==> src/rtl/jpeg_zz_pkg.sv <==
// Shared definitions for the JPEG zigzag stage: coefficient width default,
// natural-to-zigzag index table and the ping-pong bank state encoding.
package jpeg_zz_pkg;

    localparam int COEF_W_DEFAULT = 8;
    localparam int BLK_N          = 64;

    // ZZ[k] is the natural (raster) index of the coefficient at zigzag position k.
    localparam int ZZ [BLK_N] = '{
         0,  1,  8, 16,  9,  2,  3, 10, 17, 24, 32, 25, 18, 11,  4,  5,
        12, 19, 26, 33, 40, 48, 41, 34, 27, 20, 13,  6,  7, 14, 21, 28,
        35, 42, 49, 56, 57, 50, 43, 36, 29, 22, 15, 23, 30, 37, 44, 51,
        58, 59, 52, 45, 38, 31, 39, 46, 53, 60, 61, 54, 47, 55, 62, 63
    };

    typedef enum logic [1:0] {
        EMPTY   = 2'd0,
        FILLING = 2'd1,
        FULL    = 2'd2
    } bank_state_t;

endpackage

==> src/rtl/zigzag_scan.sv <==
// Combinational natural-to-zigzag permutation of one 8x8 block.
// Element 0 sits in the most significant COEF_W bits on both sides.
module zigzag_scan
    import jpeg_zz_pkg::*;
#(
    parameter int COEF_W = COEF_W_DEFAULT
) (
    input  logic [BLK_N*COEF_W-1:0] nat,
    output logic [BLK_N*COEF_W-1:0] zz
);

    for (genvar k = 0; k < BLK_N; k++) begin : g_perm
        assign zz[(BLK_N-1-k)*COEF_W +: COEF_W] = nat[(BLK_N-1-ZZ[k])*COEF_W +: COEF_W];
    end

endmodule

==> src/rtl/zigzag_packer.sv <==
// Ping-pong row-to-block packer: collects 8 natural-order rows per bank and
// presents the full bank as one zigzag-ordered word. Define ZIGZAG_PACKER_EOB_EN to add blk_eob.
//
// Handshakes: a transfer happens on a rising edge where valid && ready are both
// high; valid and its data are held until that edge, and ready never depends on valid.
module zigzag_packer
    import jpeg_zz_pkg::*;
#(
    parameter int COEF_W = COEF_W_DEFAULT,
    parameter int ROWS   = 8
) (
    input  logic                    clk,
    input  logic                    rst_n,
    input  logic                    row_valid,
    output logic                    row_ready,
    input  logic [8*COEF_W-1:0]     row_data,
    output logic                    blk_valid,
    input  logic                    blk_ready,
    output logic [BLK_N*COEF_W-1:0] blk_data,
    output logic                    blk_first_row
`ifdef ZIGZAG_PACKER_EOB_EN
   ,output logic [6:0]              blk_eob
`endif
);

    localparam int ROW_W = 8*COEF_W;
    localparam int BLK_W = BLK_N*COEF_W;

    if (ROWS != 8) begin : g_rows_check
        $error("zigzag_packer: ROWS must be 8");
    end

    logic [BLK_W-1:0] bank_q  [2];
    bank_state_t      state_q [2];
    logic             wr_ptr_q;
    logic             rd_ptr_q;
    logic [2:0]       wr_row_q;
    logic [BLK_W-1:0] rd_bank;
    logic             row_fire;
    logic             blk_fire;
    logic             last_row;

    assign row_ready     = (state_q[wr_ptr_q] != FULL);
    assign blk_valid     = (state_q[rd_ptr_q] == FULL);
    assign row_fire      = row_valid && row_ready;
    assign blk_fire      = blk_valid && blk_ready;
    assign last_row      = (wr_row_q == 3'(ROWS-1));
    assign blk_first_row = (wr_row_q == 3'd0);
    assign rd_bank       = bank_q[rd_ptr_q];

    zigzag_scan #(.COEF_W(COEF_W)) u_scan (
        .nat (rd_bank),
        .zz  (blk_data)
    );

    // A row write and a block read never hit the same bank: the write bank is
    // not FULL while the read bank must be FULL.
    always_ff @(posedge clk or negedge rst_n) begin
        if (!rst_n) begin
            state_q[0] <= EMPTY;
            state_q[1] <= EMPTY;
            wr_ptr_q   <= 1'b0;
            rd_ptr_q   <= 1'b0;
            wr_row_q   <= 3'd0;
        end else begin
            if (row_fire) begin
                wr_row_q <= wr_row_q + 3'd1;
                if (wr_row_q == 3'd0) begin
                    state_q[wr_ptr_q] <= FILLING;
                end
                if (last_row) begin
                    state_q[wr_ptr_q] <= FULL;
                    wr_ptr_q          <= ~wr_ptr_q;
                end
            end
            if (blk_fire) begin
                state_q[rd_ptr_q] <= EMPTY;
                rd_ptr_q          <= ~rd_ptr_q;
            end
        end
    end

    always_ff @(posedge clk or negedge rst_n) begin
        if (!rst_n) begin
            bank_q[0] <= '0;
            bank_q[1] <= '0;
        end else begin
            for (int b = 0; b < 2; b++) begin
                for (int r = 0; r < 8; r++) begin
                    if (row_fire && (wr_ptr_q == 1'(b)) && (wr_row_q == 3'(r))) begin
                        bank_q[b][(7-r)*ROW_W +: ROW_W] <= row_data;
                    end
                end
            end
        end
    end

`ifdef ZIGZAG_PACKER_EOB_EN
    logic [BLK_W-1:0] fill_nat;
    logic [BLK_W-1:0] fill_zz;
    logic [6:0]       eob_next;
    logic [6:0]       eob_q [2];

    // The bank's final contents are only complete with the incoming last row.
    assign fill_nat = {bank_q[wr_ptr_q][BLK_W-1:ROW_W], row_data};

    zigzag_scan #(.COEF_W(COEF_W)) u_eob_scan (
        .nat (fill_nat),
        .zz  (fill_zz)
    );

    always_comb begin
        eob_next = '0;
        for (int k = 0; k < BLK_N; k++) begin
            if (fill_zz[(BLK_N-1-k)*COEF_W +: COEF_W] != '0) begin
                eob_next = 7'(k+1);
            end
        end
    end

    always_ff @(posedge clk or negedge rst_n) begin
        if (!rst_n) begin
            eob_q[0] <= '0;
            eob_q[1] <= '0;
        end else if (row_fire && last_row) begin
            eob_q[wr_ptr_q] <= eob_next;
        end
    end

    assign blk_eob = eob_q[rd_ptr_q];
`endif

endmodule

==> config.mk <==
export PLATFORM = sky130hd
export DESIGN_NAME = zigzag_packer
export DESIGN_NICKNAME = d
export VERILOG_FILES = /design/src/rtl/jpeg_zz_pkg.sv /design/src/rtl/zigzag_scan.sv /design/src/rtl/zigzag_packer.sv
export SDC_FILE = /design/constraint.sdc
export NUM_CORES = 1
export LEC_CHECK = 0
export CORE_MARGIN = 2
export CORE_UTILIZATION = 47
export CTS_CLUSTER_DIAMETER = 120
export DETAILED_ROUTE_END_ITERATION = 6
export HOLD_SLACK_MARGIN = 0.03
export PLACE_DENSITY = 0.69
export REMOVE_ABC_BUFFERS = 1
export SETUP_SLACK_MARGIN = 0.4
export SYNTH_ARGS = -nofsm -noshare
export SYNTH_HDL_FRONTEND = slang
export SYNTH_HIERARCHICAL = 1
export SYNTH_SLANG_ARGS = --single-unit
==> constraint.sdc <==
create_clock -name clk -period 6.25 [get_ports clk]
set_input_delay 1.25 -clock clk [delete_from_list [all_inputs] [get_ports clk]]
set_output_delay 1.25 -clock clk [all_outputs]
set_load 0.02 [all_outputs]
# Yosys cells after proc, flatten, opt, wreduce, memory -nomap -nowiden
# Cells that the tools add are included.
[totals] regBits=1033 input_bits=68 output_inout_bits=515 elab_cells=89
[op_classes] n_addsub=1 order_cmp=4 n_eq_ne=9 muxes=18 bitwise_logic=12 reduce_logical=24
[op_table] op="$mux 512" n=3
[op_table] op="$logic_and 1x1->1" n=22
[op_table] op="$mux 4" n=5
[op_table] op="$mux 2" n=8
[op_table] op="$eq 3x3->1 const B" n=4
[op_table] op="$eq 3x2->1 const B" n=2
[op_table] op="$and 2x2->2" n=2
[op_table] op="$and 4x4->4" n=1
[op_table] op="$demux 2 s1" n=2
[op_table] op="$ge 2x2->1 const B" n=2
[op_table] op="$lt 2x1->1 const B" n=2
[op_table] op="$not 1->2" n=2
[op_table] op="$not 2->2" n=2
[op_table] op="$not 4->4" n=1
[op_table] op="$or 2x2->2" n=2
[op_table] op="$add 3x1->3 const B" n=1
[op_table] op="$eq 3x1->1 const B" n=1
[op_table] op="$logic_not 3->1" n=1
[op_table] op="$eq 2x2->1 const B" n=1
[op_table] op="$ne 2x2->1 const B" n=1
[op_table] op="$not 1->1" n=2
[op_table] op="$reduce_and 2->1" n=1

# Logic depth before layout (Yosys ltp)
# Gate-level depths: netlist (run 1).
[depth] depth_word=14 mapped_depth=7 ltp_nobuf=5

# Modules after synthesis
# The synthesis (run 1) kept the hierarchy.
[by_module_without_submodules] mod="zigzag_packer" instances=1 cells_per_inst=2861 area_each_um2=45024.4 seq_area_each_um2=25849.8
[by_module_without_submodules] mod="zigzag_scan" instances=1 cells_per_inst=512 area_each_um2=3843.7 seq_area_each_um2=0.0

# Worst setup path before layout (run 1)
# Ideal clock, no wire load.
[synth_path] path_kind="reg2out" from="register rd_ptr_q" to="output blk_data[276]" arrival_ns=1.688 required_time_ns=5.000 setup_slack_ns=3.312 stages_incl_launch_ff=7 path_buffers=5 cell_sequence="dfrtp_1 > clkbuf_1 > clkbuf_1 > clkbuf_1 > buf_2 > mux2_2 > buf_4"
[synth_via] elab_chain_len=4
[synth_rtl] element="start, declared" line_no="zigzag_packer.sv:36" text="logic rd_ptr_q;"
[synth_rtl] element="start signal, assigned" line_no="zigzag_packer.sv:78" text="rd_ptr_q <= ~rd_ptr_q;"
[synth_rtl] element="$not 1->2 (implied by the code)" line_no="zigzag_packer.sv:49" text="assign rd_bank = bank_q[rd_ptr_q];"
[synth_rtl] element="$mux 512 (implied by the code) (3 in series)" line_no="zigzag_packer.sv:49"
[synth_rtl] element="end, declared" line_no="zigzag_packer.sv:19" text="output logic [BLK_N*COEF_W-1:0] blk_data,"
# No other way between the ends. The select of a mux whose other input is x is not followed.

# Worst setup path after layout (run 1)
[layout_path] from="register rd_ptr_q" to="output blk_data[499]"
# The elaborated chain is that of the path after synthesis.

==> impl_metrics.xml, run 1 <==
<?xml version="1.0" encoding="UTF-8"?>
<metrics>
  <group name="status">
    <metric name="run_status" unit="">completed</metric>
  </group>
  <group name="clock_network">
    <metric name="cts_made_buffers" unit="">108</metric>
    <metric name="cts_num_sinks" unit="">1033</metric>
    <metric name="cts_setup_buffers" unit="">0</metric>
    <metric name="clk_latency" unit="ns">0.69</metric>
    <metric name="cts_htree_levels" unit="">3</metric>
    <metric name="cts_tree" unit="">yes</metric>
    <metric name="ctsRootBufferMaster" unit="">sky130_fd_sc_hd__clkbuf_16</metric>
    <metric name="clkSlewWorstSetupHoldPaths" unit="ns">0.06</metric>
    <metric name="ctsLongestPathBuffers" unit="">3</metric>
    <metric name="cts_hold_repair.buffers" unit="">0</metric>
    <metric name="ctsResizeCount" unit="">0</metric>
  </group>
  <group name="finish">
    <metric name="most-common-layout-cells" unit="">sky130_fd_sc_hd__mux2_2 (1431), sky130_fd_sc_hd__dfrtp_1 (1032), sky130_fd_sc_hd__clkdlybuf4s50_1 (581)</metric>
    <metric name="syn2layout_area_growth" unit="%">14.3</metric>
    <metric name="num-nets-final" unit="">3445</metric>
    <metric name="design_area" unit="mm²">0.0558</metric>
    <metric name="final_core_utilization" unit="%">54.0</metric>
    <metric name="layout.cells.most_common" unit="">sky130_fd_sc_hd__mux2_2</metric>
    <metric name="drive_above_1_share" unit="%">50.3</metric>
  </group>
  <group name="pwr">
    <metric name="part_of_the_total_power_dissipated_in_combinational_logic" unit="%">47.5</metric>
    <metric name="p_leak" unit="µW">0.0245</metric>
    <metric name="power.share.switching" unit="%">34.1</metric>
    <metric name="cellInternalPower" unit="µW">22700</metric>
    <metric name="power.sequential.fraction" unit="%">33.0</metric>
    <metric name="p_per_area" unit="mW/mm²">617</metric>
    <metric name="power_switching" unit="µW">11800</metric>
    <metric name="ir_worst_vdd" unit="µV">391</metric>
    <metric name="share_clk_of_total_power" unit="%">19.5</metric>
  </group>
  <group name="synth">
    <metric name="synth.yosys.seq_area_share" unit="%">52.9</metric>
    <metric name="synthAdderAreaFrac" unit="%">0.154</metric>
    <metric name="synth_instances" unit="">3373</metric>
    <metric name="synth_simple_gate_area_share" unit="%">0.602</metric>
    <metric name="synth_ff_type" unit="">sky130_fd_sc_hd__dfrtp_1</metric>
    <metric name="netlist_area" unit="mm²">0.0489</metric>
    <metric name="synthXorXnorAreaFrac" unit="%">0.0179</metric>
    <metric name="post_synth_num_cell_types" unit="">36</metric>
    <metric name="muxShareOfSynthArea" unit="%">35.9</metric>
    <metric name="postSynthRegisterBits" unit="">1033</metric>
    <metric name="synth_top_family_by_area" unit="">multiplexers</metric>
    <metric name="synth_warnings" unit="">6</metric>
    <metric name="syn_avg_cell_area" unit="µm²">14.5</metric>
    <metric name="postSynth.asyncResetShare" unit="%">100</metric>
    <metric name="synth-compound-area-share" unit="%">0.151</metric>
    <metric name="synth_enable_flop_cells" unit="">0</metric>
  </group>
  <group name="min_path">
    <metric name="worst_hold_path_type" unit="">flop to flop</metric>
    <metric name="hold_start" unit="">bank_q[338]$_DFFE_PN0P_</metric>
    <metric name="hold_depth" unit="">1</metric>
    <metric name="hold-path-endpoint" unit="">bank_q[338]$_DFFE_PN0P_</metric>
  </group>
  <group name="placement">
    <metric name="place_worst_setup_slack" unit="ns">2.04</metric>
    <metric name="place.detailed.hpwl" unit="mm">69.4</metric>
    <metric name="finalWeightedCongestion" unit="">0.743</metric>
    <metric name="portBuffers" unit="">582</metric>
    <metric name="placedInstanceArea" unit="mm²">0.0521</metric>
  </group>
  <group name="route">
    <metric name="drt-initial-drc-count" unit="">1063</metric>
    <metric name="drt-pass1-iter-count" unit="">4</metric>
    <metric name="post_drt_wl_per_cell" unit="µm">23.5</metric>
    <metric name="post_route_wl" unit="mm">114</metric>
    <metric name="routed-via-count" unit="">25300</metric>
    <metric name="routed_via_density" unit="">5.24</metric>
    <metric name="route.antenna.remaining_nets" unit="">0</metric>
    <metric name="drc" unit="">0</metric>
  </group>
  <group name="timing">
    <metric name="max_slew_headroom_at_the_worst_pin" unit="%">24.3</metric>
    <metric name="time_the_worst_path_needs_with_i_o_delays_and_setup" unit="ns">4.56</metric>
    <metric name="postLayoutSetupSlackWorst" unit="ns">1.69</metric>
    <metric name="finalClockSkew" unit="ns">0.0267</metric>
    <metric name="finalSetupViolations" unit="">0</metric>
    <metric name="maxClockFrequency" unit="MHz">219</metric>
    <metric name="final-max-slew-violation-count" unit="">0</metric>
    <metric name="max_slew.worst_pin.slew" unit="ns">1.13</metric>
    <metric name="final-hold-violation-count" unit="">0</metric>
    <metric name="final.period_utilization" unit="%">73.0</metric>
    <metric name="rsz0062_at_grt" unit="">no</metric>
    <metric name="fin_hold_ws" unit="ns">0.479</metric>
  </group>
  <group name="setup_path">
    <metric name="cp_cell_sequence" unit="">buf_12 -&gt; mux2_2 -&gt; clkdlybuf4s50_1</metric>
    <metric name="crit_type" unit="">flop to output port</metric>
    <metric name="startpoint_type_of_the_worst_setup_path" unit="">flop</metric>
    <metric name="crit_buf_inv" unit="">2</metric>
    <metric name="worstPathArrival" unit="ns">3.31</metric>
    <metric name="critical_path.endpoint_type" unit="">output port</metric>
    <metric name="critical_path_fanouts_max" unit="">110</metric>
    <metric name="reg2reg_depth" unit="">4</metric>
    <metric name="timing.critical_path.slowest_cell_delay" unit="ns">0.88</metric>
    <metric name="worst_path_dominant_cell_family" unit="">buffers and inverters</metric>
    <metric name="critical_path.reg2reg.endpoint" unit="">bank_q[404]$_DFFE_PN0P_</metric>
    <metric name="r2r-start" unit="">wr_ptr_q$_DFFE_PN0P_</metric>
    <metric name="ff2ff_setup_slack" unit="ns">3.37</metric>
    <metric name="cell_with_the_largest_stage_delay_on_the_worst_path" unit="">sky130_fd_sc_hd__dfrtp_4</metric>
    <metric name="timing.critical_path.required" unit="ns">5.00</metric>
  </group>
  <group name="floorplanning">
    <metric name="boundaryPins" unit="">583</metric>
    <metric name="start_util" unit="%">47.3</metric>
    <metric name="die_x" unit="µm">326</metric>
    <metric name="floorplan.die_area" unit="mm²">0.107</metric>
    <metric name="rows" unit="">118</metric>
    <metric name="fp.dieH" unit="µm">326</metric>
    <metric name="core_area" unit="mm²">0.103</metric>
  </group>
  <group name="global_route">
    <metric name="groute.usage.overall" unit="%">21.1</metric>
    <metric name="grt_antenna_before_repair" unit="">0</metric>
    <metric name="gr-total-overflow" unit="">0</metric>
    <metric name="grt_first_pass_wirelength" unit="mm">173</metric>
    <metric name="first_global_vias" unit="">26700</metric>
    <metric name="largest_net_degree_at_the_start_of_global_routing" unit="">147</metric>
  </group>
  <group name="job">
    <metric name="drv_cap" unit="">0</metric>
  </group>
</metrics>
[logic make-up after synthesis]
logic type / Yosys count
AOI/OAI and AO/OA: 12
and+or+nand+nor: 35
adders and majority gates: 6
muxes: 1538
buffers and inverters: 748
DFF: 1033
xor gates and xnor gates: 1
[metal layers]
metal	global-route usage, %	vias up	wire, µm
met2	35.2	479	55900
met5	0	-	0
met3	4.63	132	5490
met4	5.29	0	2460
met1	28.0	13400	49800
li1	-	11300	-
[cells in the mapped netlist (all sizes together), types with 2 or more instances]
| master | count | area (µm²) |
|---|---|---|
| nand3 | 6 | 30.0 |
| ha | 6 | 75.1 |
| mux2 | 1537 | 17500 |
| clkbuf | 113 | 424 |
| inv | 6 | 22.5 |
| a31oi | 3 | 18.8 |
| dfrtp | 1033 | 25800 |
| nor2 | 3 | 11.3 |
| a21oi | 3 | 15.0 |
| nand2 | 4 | 17.5 |
| nor2b | 4 | 32.5 |
| or3 | 2 | 12.5 |
| nand2b | 3 | 18.8 |
| o21ai | 3 | 15.0 |
| buf | 629 | 4580 |
| nor3 | 6 | 97.6 |
[how the worst max path moves through the flow]
stage | depth (start not counted) | startpoint | end | slack [ns]
after global placement | 5 | row_valid | bank_q[824]$_DFFE_PN0P_ | 2.07
after floorplan | 1 | rd_ptr_q$_DFFE_PN0P_ | blk_valid | -8.71
after detailed placement | 5 | row_valid | bank_q[793]$_DFFE_PN0P_ | 2.04
final | 3 | rd_ptr_q$_DFFE_PN0P_ | blk_data[499] | 1.69
after global routing | 3 | rd_ptr_q$_DFFE_PN0P_ | blk_data[499] | 1.60
after CTS | 3 | rd_ptr_q$_DFFE_PN0P_ | blk_data[499] | 1.66
[registers in the layout, indices dropped and copies added, names as in the netlist]
| register | flops |
|---|---|
| bank_q | 1024 |
| state_q | 4 |
| wr_row_q | 3 |
| rd_ptr_q | 1 |
| wr_ptr_q | 1 |
[power by group through the flow]
stage                     logic [µW]  registers [µW]  clock network (µW)
after global routing           17200           11800                7150
after global placement         16400           11400                   0
after floorplan                 9160           11200                   0
after detailed placement       16500           11500                   0
final                          16400           11400                6720
after CTS                      16600           11400                6890
[through the flow]
step           instances  setup TNS, ns  power [µW]
2_1_floorplan       2631       -3766.16       20300
3_3_place_gp        4641              0       27700
3_5_place_dp        4641              0       28000
4_1_cts             4834              0       34900
5_1_grt             4834              0       36200
6_report            4835              0       34500
[area by class of cell]
class | count | area [µm²]
repair buffers | 630 | 6430
diodes | 1 | 2.50
well taps | 1380 | 1730
inverters | 6 | 22.5
clock inverters | 37 | 515
multi-input cells | 1592 | 18100
clock buffers | 156 | 3240
flip-flops and latches | 1033 | 25900
fillers | 8583 | 47500
Power figures use the tool's default switching activity.
==> run 2, diff against run 1 <==
--- a/config.mk
+++ b/config.mk
@@ -10,7 +10,7 @@
 export CTS_CLUSTER_DIAMETER = 120
 export DETAILED_ROUTE_END_ITERATION = 6
 export HOLD_SLACK_MARGIN = 0.03
-export PLACE_DENSITY = 0.69
+export PLACE_DENSITY = 0.72
 export REMOVE_ABC_BUFFERS = 1
 export SETUP_SLACK_MARGIN = 0.4
 export SYNTH_ARGS = -nofsm -noshare
==> constraint.sdc (replaced) <==
create_clock -name clk -period 3.65 [get_ports clk]
set_input_delay 0.73 -clock clk [delete_from_list [all_inputs] [get_ports clk]]
set_output_delay 0.73 -clock clk [all_outputs]
set_load 0.02 [all_outputs]
==> run 2 against run 1 <==
Flip-flop and latch count unchanged. Non-clock buffer count rose by 57. Setup slack worse by 1.4 ns. Critical path type unchanged. Largest cell class unchanged. Highest routed layer unchanged.
==> impl_metrics.xml, run 2 (synthesis gave the netlist of run 1 again) <==
<?xml version="1.0" encoding="UTF-8"?>
<metrics>
  <group name="timing">
    <metric name="maxClockFrequency" unit="MHz">299</metric>
    <metric name="time_the_worst_path_needs_with_i_o_delays_and_setup" unit="ns">3.34</metric>
    <metric name="max_slew_headroom_at_the_worst_pin" unit="%">35.7</metric>
    <metric name="finalClockSkew" unit="ns">0.0286</metric>
    <metric name="postLayoutSetupSlackWorst" unit="ns">0.307</metric>
    <metric name="max_slew.worst_pin.slew" unit="ns">0.961</metric>
    <metric name="rsz0062_at_grt" unit="">yes</metric>
    <metric name="final-hold-violation-count" unit="">0</metric>
    <metric name="finalSetupViolations" unit="">0</metric>
    <metric name="final-max-slew-violation-count" unit="">0</metric>
    <metric name="final.period_utilization" unit="%">91.6</metric>
  </group>
  <group name="pwr">
    <metric name="ir_worst_vdd" unit="µV">637</metric>
    <metric name="power.share.switching" unit="%">35.4</metric>
    <metric name="power.sequential.fraction" unit="%">33.6</metric>
    <metric name="p_per_area" unit="mW/mm²">1030</metric>
    <metric name="p_leak" unit="µW">0.0268</metric>
    <metric name="part_of_the_total_power_dissipated_in_combinational_logic" unit="%">46.4</metric>
    <metric name="share_clk_of_total_power" unit="%">20.0</metric>
    <metric name="power_switching" unit="µW">20600</metric>
    <metric name="cellInternalPower" unit="µW">37600</metric>
  </group>
  <group name="placement">
    <metric name="place.detailed.instances" unit="">4672</metric>
    <metric name="portBuffers" unit="">582</metric>
    <metric name="place_worst_setup_slack" unit="ns">0.668</metric>
    <metric name="place.detailed.hpwl" unit="mm">73.2</metric>
    <metric name="finalWeightedCongestion" unit="">0.760</metric>
  </group>
  <group name="route">
    <metric name="drt-initial-drc-count" unit="">1234</metric>
    <metric name="post_drt_wl_per_cell" unit="µm">24.8</metric>
    <metric name="route.antenna.remaining_nets" unit="">0</metric>
    <metric name="drc" unit="">0</metric>
    <metric name="routed-via-count" unit="">26200</metric>
    <metric name="drt-pass1-iter-count" unit="">4</metric>
    <metric name="routed_via_density" unit="">5.35</metric>
    <metric name="post_route_wl" unit="mm">122</metric>
  </group>
  <group name="clock_network">
    <metric name="cts_tree" unit="">yes</metric>
    <metric name="cts_htree_levels" unit="">3</metric>
    <metric name="ctsRootBufferMaster" unit="">sky130_fd_sc_hd__clkbuf_16</metric>
    <metric name="clkSlewWorstSetupHoldPaths" unit="ns">0.06</metric>
    <metric name="cts_num_sinks" unit="">1033</metric>
    <metric name="ctsLongestPathBuffers" unit="">3</metric>
    <metric name="cts_made_buffers" unit="">109</metric>
    <metric name="clk_latency" unit="ns">0.69</metric>
  </group>
  <group name="min_path">
    <metric name="hold_depth" unit="">1</metric>
    <metric name="worst_hold_path_type" unit="">flop to flop</metric>
    <metric name="hold_start" unit="">bank_q[906]$_DFFE_PN0P_</metric>
  </group>
  <group name="setup_path">
    <metric name="timing.critical_path.slowest_cell_delay" unit="ns">0.54</metric>
    <metric name="critical_path_fanouts_max" unit="">34</metric>
    <metric name="cp_cell_sequence" unit="">buf_12 -&gt; buf_16 -&gt; buf_16 -&gt; mux2_2 -&gt; clkdlybuf4s50_1</metric>
    <metric name="cpMostUsedCell" unit="">sky130_fd_sc_hd__buf_16</metric>
    <metric name="ff2ff_setup_slack" unit="ns">1.33</metric>
    <metric name="logic_depth_of_the_worst_setup_path_including_buffers" unit="">5</metric>
    <metric name="critical_path.reg2reg.endpoint" unit="">bank_q[434]$_DFFE_PN0P_</metric>
    <metric name="startpoint_type_of_the_worst_setup_path" unit="">flop</metric>
    <metric name="critical_path.endpoint_type" unit="">output port</metric>
    <metric name="worstPathArrival" unit="ns">2.61</metric>
    <metric name="crit_buf_inv" unit="">4</metric>
    <metric name="cell_with_the_largest_stage_delay_on_the_worst_path" unit="">sky130_fd_sc_hd__clkdlybuf4s50_1</metric>
    <metric name="worst_path_dominant_cell_family" unit="">buffers and inverters</metric>
    <metric name="timing.critical_path.required" unit="ns">2.92</metric>
    <metric name="endpoint" unit="">blk_data[220]</metric>
    <metric name="crit_path_start" unit="">rd_ptr_q$_DFFE_PN0P_</metric>
    <metric name="crit_type" unit="">flop to output port</metric>
    <metric name="reg2reg_depth" unit="">4</metric>
    <metric name="r2r-start" unit="">wr_ptr_q$_DFFE_PN0P_</metric>
  </group>
  <group name="finish">
    <metric name="largest_reg_flops" unit="">1024</metric>
    <metric name="post_layout_nonfiller_instances" unit="">4899</metric>
    <metric name="num-fill-cells" unit="">8494</metric>
    <metric name="layout.cells.most_common" unit="">sky130_fd_sc_hd__mux2_2</metric>
    <metric name="most-common-layout-cells" unit="">sky130_fd_sc_hd__mux2_2 (1431), sky130_fd_sc_hd__dfrtp_1 (1031), sky130_fd_sc_hd__dlygate4sd2_1 (274)</metric>
    <metric name="max_flop_register" unit="">bank_q</metric>
    <metric name="biggestRegsByFlops" unit="">bank_q: 1024 flops, state_q: 4 flops, wr_row_q: 3 flops</metric>
    <metric name="drive_above_1_share" unit="%">52.6</metric>
    <metric name="num-nets-final" unit="">3503</metric>
    <metric name="syn2layout_area_growth" unit="%">15.8</metric>
  </group>
  <group name="global_route">
    <metric name="grt_antenna_before_repair" unit="">4</metric>
    <metric name="largest_net_degree_at_the_start_of_global_routing" unit="">101</metric>
    <metric name="gr-total-overflow" unit="">0</metric>
    <metric name="grt_first_pass_wirelength" unit="mm">184</metric>
    <metric name="groute.usage.overall" unit="%">22.6</metric>
    <metric name="first_global_vias" unit="">28000</metric>
  </group>
  <group name="status">
    <metric name="run_status" unit="">completed</metric>
  </group>
  <group name="floorplanning">
    <metric name="rows" unit="">118</metric>
    <metric name="die_x" unit="µm">326</metric>
    <metric name="boundaryPins" unit="">583</metric>
    <metric name="floorplan.die_area" unit="mm²">0.107</metric>
    <metric name="fp.dieH" unit="µm">326</metric>
    <metric name="core_area" unit="mm²">0.103</metric>
    <metric name="start_util" unit="%">47.3</metric>
  </group>
  <group name="job">
    <metric name="drv_cap" unit="">0</metric>
  </group>
</metrics>
==> run 2: changes by cell type in the layout (fill, tap and decap cells not counted), sizes merged, moves of 2 or more <==
cell           delta
clkdlybuf4s50   -444
dlymetal6s2s     +88
dlygate4sd2     +274
buf              +51
clkdlybuf4s15    +28
clkinvlp          -2
bufbuf            +3
clkbuf           +64
==> run 2: worst min-delay path by stage <==
stage,to
floorplan,bank_q[0]$_DFFE_PN0P_
global placement,bank_q[694]$_DFFE_PN0P_
detailed placement,bank_q[606]$_DFFE_PN0P_
CTS,bank_q[611]$_DFFE_PN0P_
global route,bank_q[906]$_DFFE_PN0P_
finish,bank_q[906]$_DFFE_PN0P_
==> run 2: area by class of cell <==
class	count	area [µm²]	share of cell area, %
multi-input cells	1592	18100	31.9
inverters	6	22.5	0.0398
flip-flops and latches	1033	25900	45.7
well taps	1380	1730	3.05
repair buffers	687	7130	12.6
diodes	2	5.00	0.00884
clock inverters	35	470	0.831
clock buffers	164	3340	5.90
==> run 2: power groups by stage <==
| stage | combinational (µW) | sequential [µW] | clock [µW] |
|---|---|---|---|
| 6_report | 27000 | 19500 | 11600 |
| 5_1_grt | 28400 | 20300 | 12400 |
| 4_1_cts | 27300 | 19500 | 11900 |
| 3_5_place_dp | 28400 | 19700 | 0 |
| 3_3_place_gp | 28200 | 19500 | 0 |
| 2_1_floorplan | 14300 | 18900 | 0 |
==> run 2: worst reg2reg max path: cells and delay by family, from the launching register on <==
family	cells	cell delay, ns
flip-flops	1	0.56
buffers and inverters	2	0.54
multiplexers	1	0.34
AND/OR/NAND/NOR	1	0.75
==> run 2: through the flow <==
step           setup TNS, ns  power, µW  hold slack (ns)  utilization (%)  cell area [µm²]
4_1_cts                    0      58800            0.485             54.6            56500
5_1_grt                    0      61000            0.492             54.8            56600
2_1_floorplan       -4864.97      33300            0.434                -            43900
3_3_place_gp               0      47700            0.463             50.9            52600
6_report                   0      58100            0.481             54.8            56600
3_5_place_dp               0      48100            0.471             50.9            52600
==> run 2: per-layer routing <==
layer / track usage [%] / wire, µm
met5: 0 / 0
met4: 5.71 / 2360
met3: 4.70 / 6310
met2: 37.1 / 59400
met1: 30.8 / 53500
==> run 2: what timing repair did <==
action,in CTS,in global routing
gates cloned,9,2
buffers inserted,14,0
gates resized for setup,381,230
setup endpoints to repair,510,251
hold buffers,1,0
hold endpoints to repair,30,0
